[config.mk]
export PLATFORM = sky130hd
export DESIGN_NAME = vco_adc_multich_counter_flat
export DESIGN_NICKNAME = d
export VERILOG_FILES = /design/src/rtl/vco_adc_multich_counter_if.sv /design/src/rtl/vco_adc_multich_counter.sv /design/src/flat_wrapper.sv
export SDC_FILE = /design/constraint.sdc
export NUM_CORES = 1
export LEC_CHECK = 0
export CORE_AREA = 2 2 109 111
export CTS_CLUSTER_SIZE = 8
export DETAILED_ROUTE_END_ITERATION = 7
export DIE_AREA = 0 0 111 113
export DONT_BUFFER_PORTS = 1
export GPL_ROUTABILITY_DRIVEN = 0
export HOLD_SLACK_MARGIN = 0.06
export PLACE_DENSITY = 0.81
export SYNTH_ARGS = -nofsm -noshare
export SYNTH_HDL_FRONTEND = slang
export SYNTH_SLANG_ARGS = --single-unit
[constraint.sdc]
create_clock -name clock -period 3.2 [get_ports clock]
set_input_delay 0.48 -clock clock [delete_from_list [all_inputs] [get_ports clock]]
set_output_delay 0.48 -clock clock [all_outputs]
set_load 0.005 [all_outputs]
[src/rtl/vco_adc_multich_counter_if.sv]
// Result stream port of the multi-channel VCO counter: one beat per reported channel,
// moved on out_valid && out_ready.
interface vco_adc_multich_counter_if #(
    parameter int NUM_CH = 4,
    parameter int CNT_W  = 12
);
    localparam int CH_W = (NUM_CH > 1) ? $clog2(NUM_CH) : 1;

    logic             out_valid;
    logic             out_ready;
    logic [CNT_W-1:0] out_data;
    logic [CH_W-1:0]  out_ch;

    modport master (output out_valid, out_data, out_ch, input out_ready);
    modport slave  (input out_valid, out_data, out_ch, output out_ready);
endinterface

[src/rtl/vco_adc_multich_counter.sv]
// Counts rising edges of NUM_CH asynchronous VCO outputs over a programmable window and
// drains the per-channel snapshots, lowest index first, through a valid/ready stream.
module vco_adc_multich_counter #(
    parameter int NUM_CH      = 4,
    parameter int CNT_W       = 12,
    parameter int WIN_W       = 16,
    parameter int SYNC_STAGES = 2
) (
    input  logic                      clock,
    input  logic                      resetb,
    input  logic [NUM_CH-1:0]         vco_in,
    input  logic                      en,
    input  logic                      start,
    input  logic                      mode_cont,
    input  logic [WIN_W-1:0]          win_len,
    input  logic [NUM_CH-1:0]         ch_mask,
    vco_adc_multich_counter_if.master out_if,
    output logic                      busy,
    output logic                      done,
    output logic [NUM_CH-1:0]         overflow
);
    localparam int CH_W = (NUM_CH > 1) ? $clog2(NUM_CH) : 1;

    typedef enum logic [1:0] {IDLE, COUNT, DRAIN} state_t;

    state_t            state_q, state_d;
    logic [NUM_CH-1:0] sync_p [SYNC_STAGES];
    logic [NUM_CH-1:0] prev_q;
    logic [NUM_CH-1:0] edge_pulse;
    logic [CNT_W-1:0]  cnt_q  [NUM_CH];
    logic [CNT_W-1:0]  snap_q [NUM_CH];
    logic [WIN_W-1:0]  wcnt_q;
    logic [NUM_CH-1:0] mask_q;
    logic [NUM_CH-1:0] pend_q;
    logic [NUM_CH-1:0] pend_rest;
    logic [NUM_CH-1:0] ovf_q;
    logic              done_q;
    logic [CH_W-1:0]   cur_ch;
    logic              xfer;
    logic              load_win, clr_ovf, count_en, snap_en, done_d, last_beat;

    function automatic logic [CNT_W-1:0] sat_inc(input logic [CNT_W-1:0] v, input logic inc);
        if (inc && (v != '1)) return v + 1'b1;
        return v;
    endfunction

    function automatic logic [CH_W-1:0] low_idx(input logic [NUM_CH-1:0] m);
        logic [CH_W-1:0] r;
        r = '0;
        for (int i = NUM_CH - 1; i >= 0; i--)
            if (m[i]) r = CH_W'(i);
        return r;
    endfunction

    // Stage: input synchronisers and rising-edge detect (pin to increment = SYNC_STAGES+1)
    always_ff @(posedge clock) begin
        if (!resetb) begin
            for (int i = 0; i < SYNC_STAGES; i++) sync_p[i] <= '0;
            prev_q <= '0;
        end else begin
            sync_p[0] <= vco_in;
            for (int i = 1; i < SYNC_STAGES; i++) sync_p[i] <= sync_p[i-1];
            prev_q <= sync_p[SYNC_STAGES-1];
        end
    end

    assign edge_pulse = sync_p[SYNC_STAGES-1] & ~prev_q;

    // Pending-channel set: the lowest set bit is the beat on offer, clearing it advances
    assign cur_ch    = low_idx(pend_q);
    assign pend_rest = pend_q & (pend_q - 1'b1);

    assign out_if.out_valid = (state_q == DRAIN) && (pend_q != '0);
    assign out_if.out_ch    = cur_ch;
    assign out_if.out_data  = snap_q[cur_ch];
    assign xfer             = out_if.out_valid && out_if.out_ready;

    always_comb begin
        state_d   = state_q;
        load_win  = 1'b0;
        clr_ovf   = 1'b0;
        count_en  = 1'b0;
        snap_en   = 1'b0;
        done_d    = 1'b0;
        last_beat = (pend_q == '0) || (xfer && (pend_rest == '0));
        case (state_q)
            IDLE: begin
                if (start && en) begin
                    state_d  = COUNT;
                    load_win = 1'b1;
                    clr_ovf  = 1'b1;
                end
            end
            COUNT: begin
                if (!en) begin
                    state_d = IDLE;
                end else begin
                    count_en = 1'b1;
                    if (wcnt_q == WIN_W'(1)) begin
                        snap_en = 1'b1;
                        state_d = DRAIN;
                    end
                end
            end
            DRAIN: begin
                if (last_beat) begin
                    done_d = 1'b1;
                    if (mode_cont && en) begin
                        state_d  = COUNT;
                        load_win = 1'b1;
                    end else begin
                        state_d = IDLE;
                    end
                end
            end
            default: state_d = IDLE;
        endcase
    end

    // Stage: window counting, snapshot and drain bookkeeping
    always_ff @(posedge clock) begin
        if (!resetb) begin
            state_q <= IDLE;
            wcnt_q  <= '0;
            mask_q  <= '0;
            pend_q  <= '0;
            ovf_q   <= '0;
            done_q  <= 1'b0;
            for (int i = 0; i < NUM_CH; i++) begin
                cnt_q[i]  <= '0;
                snap_q[i] <= '0;
            end
        end else begin
            state_q <= state_d;
            done_q  <= done_d;
            if (clr_ovf) ovf_q <= '0;
            if (load_win) begin
                wcnt_q <= (win_len == '0) ? WIN_W'(1) : win_len;
                mask_q <= ch_mask;
                for (int i = 0; i < NUM_CH; i++) cnt_q[i] <= '0;
            end else if (count_en) begin
                wcnt_q <= wcnt_q - 1'b1;
                for (int i = 0; i < NUM_CH; i++) begin
                    cnt_q[i] <= sat_inc(cnt_q[i], edge_pulse[i]);
                    if (edge_pulse[i] && (cnt_q[i] == '1)) ovf_q[i] <= 1'b1;
                end
            end
            // The final window cycle's edges go straight into the snapshot
            if (snap_en) begin
                for (int i = 0; i < NUM_CH; i++) snap_q[i] <= sat_inc(cnt_q[i], edge_pulse[i]);
                pend_q <= mask_q;
            end else if (xfer) begin
                pend_q <= pend_rest;
            end
        end
    end

    assign busy     = (state_q != IDLE);
    assign done     = done_q;
    assign overflow = ovf_q;
endmodule
[src/flat_wrapper.sv]
// flat-port wrapper written by rule: the top's interface ports become plain ports
module vco_adc_multich_counter_flat 
#(
    parameter int NUM_CH      = 4,
    parameter int CNT_W       = 12,
    parameter int WIN_W       = 16,
    parameter int SYNC_STAGES = 2
)
  (clock, resetb, vco_in, en, start, mode_cont, win_len, ch_mask, busy, done, overflow, out_if_out_valid, out_if_out_data, out_if_out_ch, out_if_out_ready);
  vco_adc_multich_counter_if #(.NUM_CH(NUM_CH), .CNT_W(CNT_W)) out_if_i ();
  input  logic clock;
  input  logic resetb;
  input  logic [NUM_CH-1:0] vco_in;
  input  logic en;
  input  logic start;
  input  logic mode_cont;
  input  logic [WIN_W-1:0] win_len;
  input  logic [NUM_CH-1:0] ch_mask;
  output logic busy;
  output logic done;
  output logic [NUM_CH-1:0] overflow;
  output wire logic [$bits(out_if_i.out_valid)-1:0] out_if_out_valid;
  output wire logic [$bits(out_if_i.out_data)-1:0] out_if_out_data;
  output wire logic [$bits(out_if_i.out_ch)-1:0] out_if_out_ch;
  input wire logic [$bits(out_if_i.out_ready)-1:0] out_if_out_ready;
  assign out_if_out_valid = out_if_i.out_valid;
  assign out_if_out_data = out_if_i.out_data;
  assign out_if_out_ch = out_if_i.out_ch;
  assign out_if_i.out_ready = out_if_out_ready;
  vco_adc_multich_counter #(.NUM_CH(NUM_CH), .CNT_W(CNT_W), .WIN_W(WIN_W), .SYNC_STAGES(SYNC_STAGES)) u_core (.clock(clock), .resetb(resetb), .vco_in(vco_in), .en(en), .start(start), .mode_cont(mode_cont), .win_len(win_len), .ch_mask(ch_mask), .out_if(out_if_i), .busy(busy), .done(done), .overflow(overflow));
endmodule
; ---- Word-level counts from Yosys, hierarchy flattened
; Memories as Yosys holds them, arrays and structs flattened.
; Cells that the tools add are included.
[totals]
ff_bits = 35
ramBits = 104
input_bits = 30
n_memories = 3
[mem_list]
columns = name, depth, width, read_ports, rd_clocked_by_memory_dff, wr, line
row1 = u_core.cnt_q, 4, 12, 4, 0, 4, vco_adc_multich_counter.sv:30  ; logic [CNT_W-1:0] cnt_q [NUM_CH];
row2 = u_core.snap_q, 4, 12, 1, 0, 4, vco_adc_multich_counter.sv:31  ; logic [CNT_W-1:0] snap_q [NUM_CH];
row3 = u_core.sync_p, 2, 4, 2, 0, 2, vco_adc_multich_counter.sv:27  ; logic [NUM_CH-1:0] sync_p [SYNC_STAGES];
[op_classes]
n_addsub = 6
n_eq_ne = 14
mux = 115
bitwise_logic = 17
n_reduce_logical = 24
[ops]
columns = cell, count
row1 = 2-to-1 mux 12 bit, 44
row2 = 2-to-1 mux 1 bit, 51
row3 = adder 12 x 1 -> 12 bit (second input constant), 4
row4 = equality test 12 bit (second input constant), 4
row5 = 2-to-1 mux 16 bit, 3
row6 = != test 12 bit (second input constant), 4
row7 = 2-to-1 mux 4 bit, 7
row8 = equality test 16 x 1 -> 1 bit (second input constant), 1
row9 = logical NOT 16 bit, 1
row10 = 2-to-1 mux 2 bit, 8
row11 = subtractor 16 x 1 -> 16 bit (second input constant), 1
row12 = bitwise OR 1 bit, 14
row13 = logical AND 1 bit, 13
row14 = bitwise AND 4 bit, 2
row15 = logical NOT 4 bit, 2
row16 = one-hot mux 2 bit (3 select lines), 1
row17 = nonzero test 2 bit, 3
row18 = != test 2 x 1 -> 1 bit (second input constant), 2
row19 = NOT 4 bit, 1
row20 = nonzero test 4 bit, 1
row21 = subtractor 4 x 1 -> 4 bit (second input constant), 1
row22 = != test 3 x 2 -> 1 bit (second input constant), 1
row23 = AND reduction 3 bit, 1
row24 = equality test 2 x 1 -> 1 bit (second input constant), 1
row25 = other kinds (5), 5

; ---- Logic depth before layout (Yosys ltp)
[logic_depth]
word_depth = 14
mapped_depth = 8
depth_no_buf = 6

; ---- Least setup slack after synthesis
; Ideal clock, no wire load.
[synth_timing]
kind = flip-flop to flip-flop
startpoint = register u_core.wcnt_q[2]
endpoint = memory u_core.snap_q[0][0], enable pin
arrival_ns = 2.487
t_required_ns = 2.794
path_slack_ns = 0.307
stages_incl_launch_ff = 6
n_path_buf = 1
cell_sequence = dfxtp_1 -> nor4_4 -> nand2_1 -> or4_1 -> buf_2 -> nand2_1
[synth_rtl]
columns = element, line
row1 = "start, declared", vco_adc_multich_counter.sv:32  ; logic [WIN_W-1:0] wcnt_q;
row2 = "start signal, assigned", vco_adc_multich_counter.sv:138  ; wcnt_q <= (win_len == '0) ? WIN_W'(1) : win_len;
row3 = "start signal, assigned", vco_adc_multich_counter.sv:142  ; wcnt_q <= wcnt_q - 1'b1;
row4 = "end, declared", vco_adc_multich_counter.sv:31

; ---- Final worst setup path
[layout_timing]
startpoint = register u_core.pend_q[1]
endpoint = output out_if_out_data[3]
[layout_between]
elab_chain_len = 3
[layout_lines]
columns = element, line
row1 = "start, declared", vco_adc_multich_counter.sv:34  ; logic [NUM_CH-1:0] pend_q;
row2 = "start signal, assigned", vco_adc_multich_counter.sv:151  ; pend_q <= mask_q;
row3 = "start signal, assigned", vco_adc_multich_counter.sv:153  ; pend_q <= pend_rest;
row4 = 2-to-1 mux 2 bit (2 in a row), vco_adc_multich_counter.sv:51  ; if (m[i]) r = CH_W'(i);
row5 = named net out_if_out_ch[0], flat_wrapper.sv:24  ; output wire logic [$bits(out_if_i.out_ch)-1:0] out_if_out_ch;
row6 = memory (4 x 12 bit), n/a
row7 = "end, declared", flat_wrapper.sv:23  ; output wire logic [$bits(out_if_i.out_data)-1:0] out_if_out_data;
; The timed path passes the listed nets, and every way through them passes these cells.

==> flow_summary.ini <==
[worst_setup_path]
cp-start-kind = register
r2r_slack_ps = 830
crit_path_top_delay_cell = mux4_2
max_stage_delay_ps = 580
required_ps = 2720
r2r_start = u_core.wcnt_q[2]$_SDFFE_PN0P_
endpoint_kind = output port
worstPathArrival_ps = 1930
cp-startpoint = u_core.pend_q[1]$_SDFFE_PN0P_
path_cells = a21oi_1, nor2_2, buf_4, mux4_2
worstPathMaxFanout = 13
critPathKind = register to output port

[synthesis]
synth_top_family_by_area = simple AND/OR/NAND/NOR gates
synth.avg_cell_area_um2 = 10.5
synth_compound_area_share_pct = 6.54
ys_top_cells_by_area = edfxtp_1, dfxtp_1, nor2_1
synth_xor_area_share_pct = 6.51
yosys_warnings = 0
yosysTopAreaCell = edfxtp_1
yosys.area_share.simple_pct = 23.1
syn_nets = 675
ys.flop_type = edfxtp_1
synth_seq_cells = 139
synth_adder_area_share_pct = 1.12
yosysTopAreaCellShare_pct = 37.5
synthCells = 639
synth_cell_types = 51
synth_mux_area_share_pct = 6.39
yosysSeqAreaShare_pct = 53.8
synth_edf_count = 84
netlist_area_um2 = 6730
async_flop_share_pct = 0

[power]
ir_worst_vdd_mv = 0.354
cellLeakagePower_uw = 0.00258
power_density_nw_per_um2 = 561

[drt]
routed_wl_mm = 14.0
postRouteAntennaNets = 0
wl_per_cell_um = 17.6
vias = 4827
viasPerCell = 6.09
drcViolationCount = 0
first_pass_iters = 5
first_iter_violations = 348

[layout]
final_nets = 672
drive_above_1_share_pct = 9.71
diodes = 0
finish.utilization_pct = 66.2
area.growth.synth_to_final_pct = 10.9

[grt]
use_met3_pct = 6.11
grt.overflow.total = 0
grt.met1_usage_pct = 28.2
antenna_found_initial = 0
grt_pass1_wl_mm = 23.3
first_global_vias = 4877
grt_max_degree = 50
track_usage_pct = 23.6
top_usage_layer = met2
use_met2_pct = 40.7

[timing]
max-slew-margin-rel_pct = 34.8
fin_setup_tns_ps = 0
finalMaxSlewViolations = 0
min_period_ps = 2410
period_share_pct = 75.4
max_freq_ghz = 0.414
worstMarginPinSlew_ps = 976
hold_viol = 0
finalSetupViolations = 0
fin_worst_skew_ps = 8.83
rsz0062_at_grt = no

[clock_tree]
cts.sinks = 139
post_cts_buffers = 0
cts-root-buf = clkbuf_16
numCtsBuffers = 17
cts_resized = 0
cts_max_level = 4
insertion_delay_ps = 410
cts_tree = done
cts_buffer_depth = 2
cts_hold_buf = 0
clk_pin_slew_ps = 50

[floorplanning]
start_util_pct = 59.7
die_h_um = 113
ios = 51
die_w_um = 111
fp.dieArea_um2 = 12500
core_area_um2 = 11300
rows = 39

[run]
cap_violations = 0

[hold_path]
hp-class = primary input to register
min_from = resetb

[run_status]
status = complete, no violations

[placement]
io_buffers = 0
hpwl_mm = 9.57
per-layer routing:
layer | routed length [um] | up-vias
li1 | - | 2305
met1 | 5700 | 2314
met2 | 7030 | 180
met3 | 990 | 28
met4 | 255 | 0
met5 | 0 | -
logic make-up after synthesis:
kind of cell / Yosys count
buffers and inverters: 42
AO/OA/AOI/OAI: 63
flip-flops: 139
XOR/XNOR: 50
multiplexers: 28
adder cells (fa/ha/maj): 6
AND/OR/NAND/NOR: 311
cell usage after synthesis, types with 2 or more instances:
library cell,n
mux4_2,12
nor4_4,2
o21a_1,2
a211oi_1,7
clkbuf_1,21
o31a_1,3
edfxtp_1,84
o21ai_0,11
a311oi_1,4
dfxtp_1,55
and3_1,9
nor2b_1,7
nor4_1,6
or3_1,3
nand3b_1,5
a21oi_1,11
and2_1,18
o31ai_1,4
buf_2,11
o311ai_0,2
mux2i_1,16
nand2_1,41
nand3_1,34
nor3_1,9
o2111ai_1,2
and4_1,7
xor2_1,31
a31oi_1,6
xnor2_1,19
o211ai_1,3
nor2_1,130
or4_1,6
nand2b_1,8
nand4_1,18
ha_1,6
inv_1,10
a41oi_1,2
cell type report:
type / count / area [um2]
Clock buffer: 24 / 542
Clock inverter: 8 / 51.3
Fill cell: 815 / 3800
Inverter: 10 / 37.5
Multi-Input combinational cell: 458 / 2950
Sequential cell: 139 / 3620
Tap cell: 143 / 179
Timing Repair Buffer: 10 / 87.6
registers in the layout, summed over array words and instances, names as in the netlist, 2 cells and up:
name / count
u_core.cnt_q: 48
u_core.mask_q: 4
u_core.overflow: 4
u_core.pend_q: 4
u_core.prev_q: 4
u_core.snap_q: 48
u_core.state_q: 2
u_core.sync_p: 8
u_core.wcnt_q: 16
cell usage in the layout (no fill, tap or decap), types with 10 or more instances in the layout:
master	count
a21oi_1	11
o21ai_0	11
inv_1	10
xnor2_1	19
nand3_1	34
and2_1	18
mux2i_1	16
clkbuf_16	21
xor2_1	31
nor2_1	129
nand4_1	18
edfxtp_1	84
mux4_2	12
nand2_1	40
dfxtp_1	55
metrics by stage:
step                std cells  instance area [um2]  total power [uW]  hold slack (ps)  worst slack (ps)
finish                    792                 7470              4190              191               787
global placement          760                 6870              2290              418               895
global route              792                 7470              4310              179               670
CTS                       792                 7470              4210              175               757
floorplan                 639                 6730              2240              412               307
detailed placement        760                 6870              2300              422               859
final timing paths:
kind | end | cells past startpoint
hold / removal | u_core.sync_p[0][2]$_SDFF_PN0_ | 1
setup reg to reg | u_core.snap_q[2][1]$_SDFFCE_PN0P_ | 5
setup / recovery | out_if_out_data[3] | 4
hold reg to reg | u_core.sync_p[0][5]$_SDFF_PN0_ | 1
where the power goes:
group	internal [uW]	switching (uW)	total, uW
registers	1970	67.1	2040
clock network	1190	731	1920
logic	89.2	139	228
total	3250	938	4190
critical path: cells and delay by family (launching register included):
kind,cells,cell delay [ps]
compound gates,1,90
buf+inv,1,270
mux,1,580
simple gates,1,90
flops,1,480
(Power assumes the default switching activity.)
